==> src/rtl/led_serial_ctrl.sv <==
// led_serial_ctrl: memory-mapped LED register with a serial driver for an external shift-register chain
module led_serial_ctrl #(
    parameter int NUM_LEDS  = 16,
    parameter int CLK_DIV   = 2,
    parameter bit MSB_FIRST = 1
) (
    input  logic        clk,
    input  logic        rst,
    input  logic [3:0]  we,
    input  logic [1:0]  addr,
    input  logic [31:0] wdata,
    output logic [31:0] rdata,
    output logic        busy,
    output logic        led_clk,
    output logic        led_do,
    output logic        led_pen
);
    localparam int NL = NUM_LEDS / 8;
    localparam int TW = $clog2(2 * CLK_DIV);
    localparam int BW = $clog2(NUM_LEDS);
    localparam logic [TW-1:0] TICK_HALF = TW'(CLK_DIV - 1);
    localparam logic [TW-1:0] TICK_LAST = TW'(2 * CLK_DIV - 1);
    localparam logic [BW-1:0] BIT_LAST  = BW'(NUM_LEDS - 1);

    typedef enum logic [1:0] {IDLE, LOAD, SHIFT, LATCH} state_t;

    state_t              state;
    logic [NUM_LEDS-1:0] leds, leds_next, sreg;
    logic                dirty, accepted, unused_bits;
    logic [TW-1:0]       tick;
    logic [BW-1:0]       bitcnt;

    assign accepted    = |we[NL-1:0];
    assign unused_bits = ^{we, wdata};
    assign rdata       = {busy, dirty, {(30 - NUM_LEDS){1'b0}}, leds};

    // Per-lane read-modify-write; lanes beyond the LED count are never touched
    always_comb begin
        leds_next = leds;
        for (int b = 0; b < NL; b++)
            if (we[b])
                leds_next[8*b+:8] = addr == 2'd0 ? wdata[8*b+:8] :
                                    addr == 2'd1 ? leds[8*b+:8] | wdata[8*b+:8] :
                                    addr == 2'd2 ? leds[8*b+:8] & ~wdata[8*b+:8] :
                                                   leds[8*b+:8] ^ wdata[8*b+:8];
    end

    // LED register and refresh-request flag; a write during LOAD wins over the clear
    always_ff @(posedge clk) begin
        if (rst) begin
            leds  <= '0;
            dirty <= 1'b1;
        end else begin
            leds  <= leds_next;
            dirty <= accepted | (dirty & (state != LOAD));
        end
    end

    // Frame sequencer with registered serial outputs
    always_ff @(posedge clk) begin
        if (rst) begin
            state   <= IDLE;
            sreg    <= '0;
            tick    <= '0;
            bitcnt  <= '0;
            led_clk <= 1'b0;
            led_do  <= 1'b0;
            led_pen <= 1'b0;
            busy    <= 1'b0;
        end else begin
            case (state)
                IDLE: if (dirty) begin
                    state <= LOAD;
                    busy  <= 1'b1;
                end
                LOAD: begin
                    state   <= SHIFT;
                    sreg    <= leds;
                    bitcnt  <= '0;
                    tick    <= '0;
                    led_clk <= 1'b0;
                    led_do  <= MSB_FIRST ? leds[NUM_LEDS-1] : leds[0];
                end
                SHIFT: begin
                    tick <= tick == TICK_LAST ? '0 : tick + 1'b1;
                    if (tick == TICK_HALF)
                        led_clk <= 1'b1;
                    if (tick == TICK_LAST) begin
                        led_clk <= 1'b0;
                        sreg    <= MSB_FIRST ? {sreg[NUM_LEDS-2:0], 1'b0} : {1'b0, sreg[NUM_LEDS-1:1]};
                        if (bitcnt == BIT_LAST) begin
                            state   <= LATCH;
                            led_do  <= 1'b0;
                            led_pen <= 1'b1;
                        end else begin
                            bitcnt <= bitcnt + 1'b1;
                            led_do <= MSB_FIRST ? sreg[NUM_LEDS-2] : sreg[1];
                        end
                    end
                end
                LATCH: begin
                    tick <= tick + 1'b1;
                    if (tick == TICK_LAST) begin
                        state   <= IDLE;
                        tick    <= '0;
                        led_pen <= 1'b0;
                        busy    <= 1'b0;
                    end
                end
                default: state <= IDLE;
            endcase
        end
    end
endmodule

==> config.mk <==
export PLATFORM = sky130hd
export DESIGN_NAME = led_serial_ctrl
export DESIGN_NICKNAME = d
export VERILOG_FILES = /design/src/rtl/led_serial_ctrl.sv
export SDC_FILE = /design/constraint.sdc
export NUM_CORES = 1
export LEC_CHECK = 0
export ABC_AREA = 1
export BUFFER_PORTS_ARGS = -buffer_cell sky130_fd_sc_hd__buf_2
export CELL_PAD_IN_SITES_DETAIL_PLACEMENT = 0
export CELL_PAD_IN_SITES_GLOBAL_PLACEMENT = 2
export CORE_ASPECT_RATIO = 0.75
export CORE_UTILIZATION = 29
export DETAILED_ROUTE_END_ITERATION = 12
export PLACE_DENSITY = 0.8
export SYNTH_ARGS = -nofsm -noshare
export SYNTH_HDL_FRONTEND = slang
export SYNTH_SLANG_ARGS = --single-unit
==> constraint.sdc <==
create_clock -name clk -period 2.1 [get_ports clk]
set_input_delay 0.42 -clock clk [delete_from_list [all_inputs] [get_ports clk]]
set_output_delay 0.42 -clock clk [all_outputs]
set_load 0.02 [all_outputs]
# Word-level counts from Yosys, hierarchy flattened

Index checks and enable logic that the tools add are counted.

Register bits after elaboration: 44
Input port bits: 40
Output and inout port bits: 36
Logic and storage cells: 82

Add/sub/neg operators: 2
Eq/ne operators: 15
Multiplexer cells: 30
Bitwise logic cells: 10
Reduce and logical (&&, ||, !) cells: 14

Operator list:

| cell                                                                  | number |
|---|---|
| 8-bit 2-to-1 mux                                                      | 6 |
| 15-bit case mux with 2 select lines                                   | 1 |
| 8-bit bitwise AND                                                     | 2 |
| 8-bit NOT                                                             | 2 |
| 8-bit bitwise OR                                                      | 2 |
| 8-bit bitwise XOR                                                     | 2 |
| 15-bit 2-to-1 mux                                                     | 1 |
| 2-bit 2-to-1 mux                                                      | 5 |
| 2-bit != test, second input constant                                  | 5 |
| 2-bit equality test, second input constant                            | 4 |
| 1-bit 2-to-1 mux                                                      | 8 |
| 4-bit 2-to-1 mux                                                      | 2 |
| 1-bit case mux with 2 select lines                                    | 4 |
| 2-bit case mux with 4 select lines                                    | 1 |
| 4-bit case mux with 2 select lines                                    | 1 |
| 4-bit AND reduction                                                   | 2 |
| 2-bit nonzero test                                                    | 4 |
| 2-bit by 1-bit equality test with 1-bit output, second input constant | 3 |
| 3-bit AND reduction                                                   | 2 |
| 4-bit by 1-bit adder with 4-bit output, second input constant         | 1 |
| 4-bit equality test, second input constant                            | 1 |
| 2-bit logical NOT                                                     | 2 |
| 2-bit case mux with 2 select lines                                    | 1 |
| 2-bit AND reduction                                                   | 2 |
| other kinds (6)                                                       | 7 |

# Longest topological paths before layout

Gate-level depths: netlist of run 1.

Depth in word-level cells: 5
Mapped depth: 9
Gate-level depth less buffers: 8

# Worst setup path after synthesis of run 1

No wires, ideal clock.

Path kind: reg-to-reg
Start point: register state[0]
End point: register state[0]
Setup time: 0.132 ns
Data arrival time: 1.331 ns
Data required time: 1.968 ns
Setup slack: 0.637 ns
Stages on the path, launching flop included: 10
Period minus slack after synthesis: 1.463 ns
Cells stage by stage: dfxtp_1 > inv_1 > ha_1 > inv_2 > buf_2 > nand2_1 > a21oi_1 > nand2_1 > nand2_1 > a21oi_1

Longest elaborated chain between the ends: 3
Elaborated cells on any way between the ends: 10
Those cells by class: eq/ne (7); mux (1); reduce/logical (2)

Ends and longest elaborated chain:

| item                                                            | RTL line | RTL |
|---|---|---|
| from (decl)                                                     | 27       | `state_t state;` |
| from (signal assigned)                                          | 62       | `state <= IDLE;` |
| from (signal assigned)                                          | 73       | `state <= LOAD;` |
| from (signal assigned)                                          | 77       | `state <= SHIFT;` |
| 2-bit equality test / 2-bit logical NOT (equally long branches) | 71       | `case (state)` |
| 2-bit != test (no source line)                                  | -        |  |
| 4-bit AND reduction (no source line)                            | -        |  |

Parallel ways exist; a longest one is shown, timed or not.
A chain may end at the register's enable or synchronous reset.

# Final worst setup path of run 1

Start point: register tick[0]
End point: register sreg[9]

Longest elaborated chain between the ends: 3

Ends and longest elaborated chain:

| item                                 | RTL line | RTL |
|---|---|---|
| from (decl)                          | 30       | `logic [TW-1:0] tick;` |
| from (signal assigned)               | 85       | `tick <= tick == TICK_LAST ? '0 : tick + 1'b1;` |
| from (signal assigned)               | 102      | `tick <= tick + 1'b1;` |
| 2-bit equality test                  | 88       | `if (tick == TICK_LAST) begin` |
| 2-bit != test (no source line)       | -        |  |
| 2-bit AND reduction (no source line) | -        |  |
| to (signal assigned)                 | 78       | `sreg <= leds;` |
| to (signal assigned)                 | 90       | `sreg <= MSB_FIRST ? {sreg[NUM_LEDS-2:0], 1'b0} : {1'b0, sreg[NUM_LEDS-1:1]};` |
| to (decl)                            | 28       | `logic [NUM_LEDS-1:0] leds, leds_next, sreg;` |

Every way passes these cells.

==> results.toml, run 1 <==
[sta]
holdWs_ns = 0.399
fin_skew_ns = 0.00408
final-setup-viol-count = 0
fin_crit_sh_pct = 88.8
max_slew_margin_pct = 50.1
layout_min_cycle_time_ns = 1.86
drv_slew = 0
totalNegativeSetupSlack_ns = 0
timing.fmax_ghz = 0.536
tightest_slew_ns = 0.748
hold_viol = 0
fin_ws_ns = 0.235
rsz0062_at_grt = "false"

[route]
via_count = 2822
firstDrtPassIters = 4
vias_per_cell = 4.44
postRouteAntennaNets = 0
drtIter0Drc = 129
routed_wl_mm = 7.42
route.detailed.wl_per_inst_um = 11.7
drc_errors = 0

[clock_network]
root_buffer = "clkbuf_16"
clock_sinks = 44
h-tree-depth = 2
cts_tree = "done"
cts_hold_buf = 0
clkLatencyLatePin_ns = 0.28
numCtsBuffers = 5
cts_buffer_depth = 2
post-cts-setup-buffer-count = 0
clkTransAtPathRegs_ns = 0.06
postCtsResizedCells = 0

[floorplanning]
die_width_um = 121
dieArea_um2 = 11100
pin_count = 76
start_util_pct = 29.9
core_um2 = 10300
rows = 32
die_y_um = 91.3

[synthesis]
synth_seq_cells = 44
yosys_most_used_dff = "dfxtp_1"
synth-edff-count = 0
yosysSeqAreaShare_pct = 28.5
yosysMostFrequentCell = "nand2_1"
synth.top_cells.by_count = "106 x nand2_1, 65 x inv_1, 44 x dfxtp_1"
yosys_warnings = 0
synthDistinctLibCells = 23
syn_inst = 464
netlist.area_leader.share_pct = 28.5
syn_area_per_cell_um2 = 6.65
yosys-top-cells-area = "dfxtp_1 29%, ha_1 16%, nand2_1 13%"
synth_area_um2 = 3090
synth_area_leader_cell = "dfxtp_1"
synthArstFlopShare_pct = 0

[critical_path]
reg2reg_slack_ns = 0.24
slowest_stage = "o21ai_2"
cp-startpoint = "tick[0]"
cpPeakStageDelay_ns = 0.59
worst_setup_path_end_kind = "register"
reg2reg_depth = 6
path_delay_family = "compound AO/OA/AOI/OAI gates"
worst_ep_required_time_ns = 2.30
worst-setup-path-type = "reg2reg"
regToRegStartpoint = "tick[0]"
worst-path-buf-inv = 2
crit_chain = "ha_1, inv_2, o21ai_2, buf_4, o21ai_1, a31oi_1"
r2r_end = "sreg[9]"
critPathArrivalTime_ns = 2.07
crit_path_start_kind = "register"
cp_max_fo = 18

[finish]
postLayoutCoreUtil_pct = 33.9
drive_above_1_share_pct = 14.0
antenna_cells = 0
syn_to_final_growth_pct = 13.5
num-fill-cells = 1138
fin_nets = 579

[status]
outcome = "finished, final reports clean"

[global_route]
grt_use_total_pct = 14.2
grt_max_degree = 30
globalRouteOverflowTotal = 0
grt_pass1_wl_mm = 12.6
grt_antenna_before_repair = 0
grt_pass1_vias = 2563

[hold_path]
holdCritPathClass = "in2reg"
whs_endpoint = "dirty"
min-delay-start = "we[1]"
hold_depth = 3

[power_and_ir_drop]
irDropWorstVdd_uv = 393
p_leak_nw = 1.77
power.density_nw_per_um2 = 836
total_power_mw = 2.93

[placement]
place.port_buffers = 43
dp_hpwl_mm = 5.34
place_ws_ns = 0.227
place.gp.congestion = 0.756

[job]
maxCapViolCount = 0
-- registers in the layout, indices dropped and copies added (netlist names) --
register	cells
busy	1
led_clk	1
bitcnt	4
state	2
dirty	1
led_do	1
leds	16
tick	2
led_pen	1
sreg	15
-- through the flow --
step / cell area [um2] / std cells
final: 3500 / 635
after global routing: 3500 / 635
after CTS: 3500 / 635
after detailed placement: 3350 / 628
after global placement: 3350 / 628
after floorplan: 3130 / 477
-- how the worst max path moves through the flow --
stage | to | cells past startpoint
2_1_floorplan | state[0] | 9
3_3_place_gp | sreg[1] | 6
3_5_place_dp | sreg[9] | 6
4_1_cts | sreg[3] | 6
5_1_grt | sreg[8] | 6
6_report | sreg[9] | 6
-- routing by layer --
| metal | part of all wire, % | vias to the layer above | GRT usage, % |
|---|---|---|---|
| met5 | 0 | - | 0 |
| met4 | 0.92 | 0 | 3.50 |
| met1 | 52 | 1240 | 20.0 |
| li1 | - | 1508 | - |
| met2 | 43 | 65 | 22.5 |
| met3 | 3.9 | 9 | 2.26 |
-- area by class of cell --
class	instances	area, um2	area share, %
flip-flops and latches	44	881	25.2
inverters	74	278	7.93
clock buffers	7	153	4.36
repair buffers	50	268	7.65
well taps	136	170	4.86
multi-input cells	324	1750	50.0
-- placed cells by master, fill, tap and decap left out, drive strengths merged, types with 7 or more instances in the layout --
master and count:
o21ai 33, conb 14, a21oi 37, dfxtp 44, inv 74, ha 40, nand2 107, nor2 43
a31oi 14, clkbuf 7, buf 50, nand3 32
-- worst min-delay path, cell delays in order --
cell	delay, ns
buf_2	0.10
nor2_1	0.05
o211ai_1	0.07
-- power by group --
part           switching, mW  internal (mW)  total (mW)  leakage, nW
logic                  0.635          0.355       0.990         1.33
registers              0.123           1.01        1.13        0.361
clock network          0.303          0.499       0.802       0.0760
total                   1.06           1.86        2.93         1.77
-- kinds of logic after synthesis --
kind of cell               count (synthesis)  synth area share (%)
and+or+nand+nor                          183                  23.7
DFF                                       44                  28.5
AOI/OAI and AO/OA                         87                  15.0
buffers and inverters                    109                  16.3
other                                      1                 0.122
adders and majority gates                 40                  16.2
(Power assumes the default switching activity.)
==> run 2, diff against run 1 <==
SETUP_SLACK_MARGIN = 0.5   (was not set)
==> results.toml, run 2 (synthesis gave the netlist of run 1 again) <==
[clock_network]
clkLatencyLatePin_ns = 0.28
cts_tree = "done"
cts_hold_buf = 0
clock_sinks = 44
cts_buffer_depth = 2
numCtsBuffers = 5
clkTransAtPathRegs_ns = 0.06
h-tree-depth = 2
root_buffer = "clkbuf_16"

[route]
drc_errors = 0
route.detailed.wl_per_inst_um = 11.7
firstDrtPassIters = 4
routed_wl_mm = 7.49
drtIter0Drc = 110
vias_per_cell = 4.45
postRouteAntennaNets = 0
via_count = 2854

[power_and_ir_drop]
p_leak_nw = 1.82
switching_share_pct = 35.9
sequentialPowerShare_pct = 37.3
power.density_nw_per_um2 = 847
irDropWorstVdd_uv = 394
clkPwrFrac_pct = 26.4
netSwitchingPower_mw = 1.09
pwr-share-comb_pct = 36.4
internal_power_mw = 1.95

[floorplanning]
start_util_pct = 29.9
die_width_um = 121
core_um2 = 10300
pin_count = 76
dieArea_um2 = 11100
rows = 32
die_y_um = 91.3

[sta]
fin_crit_sh_pct = 69.4
drv_slew = 0
layout_min_cycle_time_ns = 1.46
totalNegativeSetupSlack_ns = 0
fin_skew_ns = 0.00372
rsz0062_at_grt = "true"
final-setup-viol-count = 0
hold_viol = 0
timing.fmax_ghz = 0.686

[critical_path]
worst_ep_required_time_ns = 2.31
crit_path_start_kind = "register"
critPathArrivalTime_ns = 1.67
worst-setup-path-type = "reg2reg"
endpoint = "sreg[6]"
worst_setup_path_end_kind = "register"
reg2reg_depth = 8
cp_max_fo = 7
cp-startpoint = "state[0]"
r2r_end = "sreg[6]"
reg2reg_slack_ns = 0.64
regToRegStartpoint = "state[0]"

[finish]
drive_above_1_share_pct = 15.8
fin_nets = 585
num-fill-cells = 1127
syn_to_final_growth_pct = 16.7
antenna_cells = 0
seqCellArea_um2 = 882
largest-register = "leds"
final_cell_mix = "105 x nand2_1, 65 x inv_1, 43 x dfxtp_1, 43 x buf_2, 42 x nor2_1"
largestRegisters = "leds: 16 flops, sreg: 15 flops, bitcnt: 4 flops"
largest_reg_flops = 16
layout_commonest_cell = "nand2_1"
stdcell_area_um2 = 3600
multiInputGateArea_um2 = 1780

[status]
outcome = "finished, final reports clean"

[global_route]
grt_max_degree = 30
grt_use_total_pct = 14.5
grt_pass1_wl_mm = 12.8
grt_pass1_vias = 2626
globalRouteOverflowTotal = 0
grt_antenna_before_repair = 0

[placement]
dp_hpwl_mm = 5.34
placed_area_um2 = 3350
place.port_buffers = 43
place.gp.congestion = 0.756

[hold_path]
holdCritPathClass = "in2reg"

[job]
maxCapViolCount = 0
==> run 2: cell types whose count changed in the layout (fill, tap and decap cells not counted), sizes merged <==
cell | before | now
buf | 50 | 56
==> run 2: worst min path at each step <==
stage               cells after the start      end  slack [ns]     from
finish                                  3    dirty        0.41    we[1]
global route                            3    dirty        0.43    we[1]
CTS                                     3    dirty        0.40    we[1]
detailed placement                      2  led_pen        0.45  led_pen
global placement                        2  led_pen        0.43  led_pen
floorplan                               2  sreg[0]        0.44  sreg[0]
==> run 2: area by class of cell <==
| type | instances | share of cell area [%] |
|---|---|---|
| Multi-Input combinational cell | 324 | 49.5 |
| Sequential cell | 44 | 24.5 |
| Timing Repair Buffer | 56 | 9.35 |
| Inverter | 74 | 7.72 |
| Tap cell | 136 | 4.73 |
| Clock buffer | 7 | 4.24 |
==> run 2: power by group through the flow <==
stage,clock [mW],sequential (mW),combinational (mW)
finish,0.804,1.14,1.11
global route,0.876,1.16,1.26
CTS,0.828,1.14,1.07
detailed placement,0,1.15,0.991
global placement,0,1.15,0.983
floorplan,0,1.17,0.748
==> run 2: critical path, cell delays in order, from the launching register on <==
cell     delay (ns)
dfxtp_2        0.35
inv_1          0.07
ha_1           0.22
inv_2          0.11
nand2_1        0.10
o21ai_4        0.14
buf_4          0.20
o21ai_1        0.06
a31oi_1        0.14
==> run 2: per-stage QoR <==
step | hold slack [ns] | util (%) | setup slack (ns) | power, mW | std cells
6_report | 0.413 | 34.8 | 0.642 | 3.05 | 641
5_1_grt | 0.427 | 34.8 | 0.500 | 3.30 | 641
4_1_cts | 0.402 | 34.4 | 0.544 | 3.04 | 639
3_5_place_dp | 0.451 | 32.4 | 0.227 | 2.14 | 628
3_3_place_gp | 0.432 | 32.4 | 0.244 | 2.13 | 628
2_1_floorplan | 0.439 | - | 0.637 | 1.92 | 477
==> run 2: metal layers <==
metal	vias to the layer above	global-route usage [%]	part of all wire [%]	wire [um]
met1	1256	20.1	50	3780
met3	9	2.14	4.9	364
met4	0	3.50	0.88	66
met5	-	0	0	0
li1	1523	-	-	-
met2	66	23.3	44	3280
==> run 2: repair_timing <==
action,in CTS,in global routing
resized for setup,6,7
pin swaps,2,2
hold endpoints to repair,0,0
endpoints found under the setup margin,18,16
setup buffers,4,2
==> run 3, diff against run 2 <==
clock period = 1.44 ns   (was 2.1 ns; I/O delays follow)
==> results.toml, run 3 (synthesis gave the netlist of run 1 again) <==
[status]
outcome = "finished, final reports clean"

[clock_network]
clock_sinks = 44
numCtsBuffers = 5
clkLatencyLatePin_ns = 0.28
cts_tree = "done"
clkTransAtPathRegs_ns = 0.06
cts_buffer_depth = 2
root_buffer = "clkbuf_16"
h-tree-depth = 2

[route]
highest_layer = "met4"
wl_met3_um = 244
routed_wl_mm = 8.77
drtIter0Drc = 162
via_count = 3118
vias_per_cell = 4.56
met1Wirelength_mm = 4.31
met2WireLength_mm = 4.20
postRouteAntennaNets = 0
drc_errors = 0
route.detailed.wl_per_inst_um = 12.8
firstDrtPassIters = 4

[sta]
layout_min_cycle_time_ns = 1.37
hold_viol = 0
rsz0062_at_grt = "true"
holdWs_ns = 0.262
drv_slew = 0
totalNegativeSetupSlack_ns = 0
fin_skew_ns = 0.00279
final-setup-viol-count = 0
fin_crit_sh_pct = 94.9
timing.fmax_ghz = 0.732

[critical_path]
crit_chain = "inv_4, ha_4, inv_8, o21ai_4, buf_6, clkbuf_16, a31oi_1"
reg2reg_slack_ns = 0.07
regToRegStartpoint = "state[0]"
slowest_stage = "dfxtp_4"
worst_ep_required_time_ns = 1.61
endpoint = "sreg[13]"
worst-setup-path-type = "reg2reg"
cpPeakStageDelay_ns = 0.36
crit_path_start_kind = "register"
r2r_end = "sreg[13]"
critPathArrivalTime_ns = 1.53
cp-startpoint = "state[0]"
cp_max_fo = 7
reg2reg_depth = 7
worst_setup_path_end_kind = "register"

[finish]
largest_reg_flops = 16
postLayoutCoreUtil_pct = 46.1
fin_cells = 684
syn_to_final_growth_pct = 54.5
largestRegisters = "leds: 16 flops, sreg: 15 flops, bitcnt: 4 flops"
drive_above_1_share_pct = 42.7
fin_nets = 627
final_cell_mix = "91 x nand2_1, 41 x inv_1, 40 x nor2_1"
num-fill-cells = 1026
layout_commonest_cell = "nand2_1"
antenna_cells = 0
largest-register = "leds"

[floorplanning]
start_util_pct = 29.9
core_um2 = 10300
rows = 32
die_width_um = 121
dieArea_um2 = 11100
pin_count = 76
die_y_um = 91.3

[global_route]
grt_max_degree = 25
grt_use_total_pct = 16.1
grt_pass1_vias = 2800
grt_pass1_wl_mm = 14.2
globalRouteOverflowTotal = 0
grt_antenna_before_repair = 0

[placement]
place.gp.congestion = 0.721
dp.cells = 640
dp_hpwl_mm = 5.75
place.port_buffers = 43

[power_and_ir_drop]
power.density_nw_per_um2 = 1180
irDropWorstVdd_uv = 629
p_leak_nw = 2.15

[hold_path]
holdCritPathClass = "in2reg"

[job]
maxCapViolCount = 0
## run 3: changes by cell type in the layout (fill, tap and decap cells not counted), moves of 21 or more
cell / change
buf_2: -22
buf_4: +30
buf_6: +28
dfxtp_1: -24
ha_1: -21
ha_4: +21
inv_1: -24
## run 3: layout make-up
class | instances | area [um2] | share of cell area (%)
Tap cell | 136 | 170 | 3.57
Inverter | 74 | 305 | 6.40
Timing Repair Buffer | 98 | 907 | 19.0
Sequential cell | 44 | 960 | 20.1
Multi-Input combinational cell | 324 | 2270 | 47.5
Clock buffer | 7 | 154 | 3.23
Clock inverter | 1 | 5.00 | 0.105
## run 3: layer usage
layer  vias up  track usage [%]
met5         -                0
met4         0             2.78
met3         2             2.58
met2        51             26.5
met1      1450             22.2
li1       1615                -
## run 3: report_power, final
group | leakage [nW] | total [mW] | internal, mW | switching [mW]
registers | 0.375 | 1.70 | 1.49 | 0.206
logic | 1.70 | 2.68 | 1.33 | 1.35
clock network | 0.0790 | 1.23 | 0.747 | 0.479
total | 2.15 | 5.60 | 3.57 | 2.04
## run 3: worst min-delay path by stage
stage / start / to / slack (ns) / cells after the start
after floorplan: we[1] / dirty / 0.42 / 2
after global placement: led_pen / led_pen / 0.43 / 2
after detailed placement: led_clk / led_clk / 0.45 / 2
after CTS: we[1] / dirty / 0.26 / 3
after global routing: we[1] / dirty / 0.27 / 3
final: we[1] / dirty / 0.26 / 3
## run 3: worst max-delay path: cells and delay by family (launching register included)
| kind | cells | cell delay [ns] |
|---|---|---|
| buffers and inverters | 4 | 0.41 |
| flip-flops | 1 | 0.36 |
| adder cells (fa/ha/maj) | 1 | 0.17 |
| AO/OA/AOI/OAI | 2 | 0.31 |
## run 3: through the flow
| stage | area (um2) | power, mW | setup slack (ns) |
|---|---|---|---|
| global route | 4770 | 5.98 | 0.0148 |
| global placement | 3800 | 3.34 | 0.125 |
| CTS | 4490 | 5.23 | 0.126 |
| detailed placement | 3800 | 3.38 | 0.0625 |
| finish | 4770 | 5.60 | 0.0741 |
| floorplan | 3480 | 2.99 | 0.182 |
## run 3: timing repair
action / CTS / global route
gates resized for setup: 86 / 52
gates cloned: 2 / 1
setup buffers: 25 / 8
endpoints found under the setup margin: 66 / 65
hold buffers: 0 / 0
pin swaps: 9 / 24
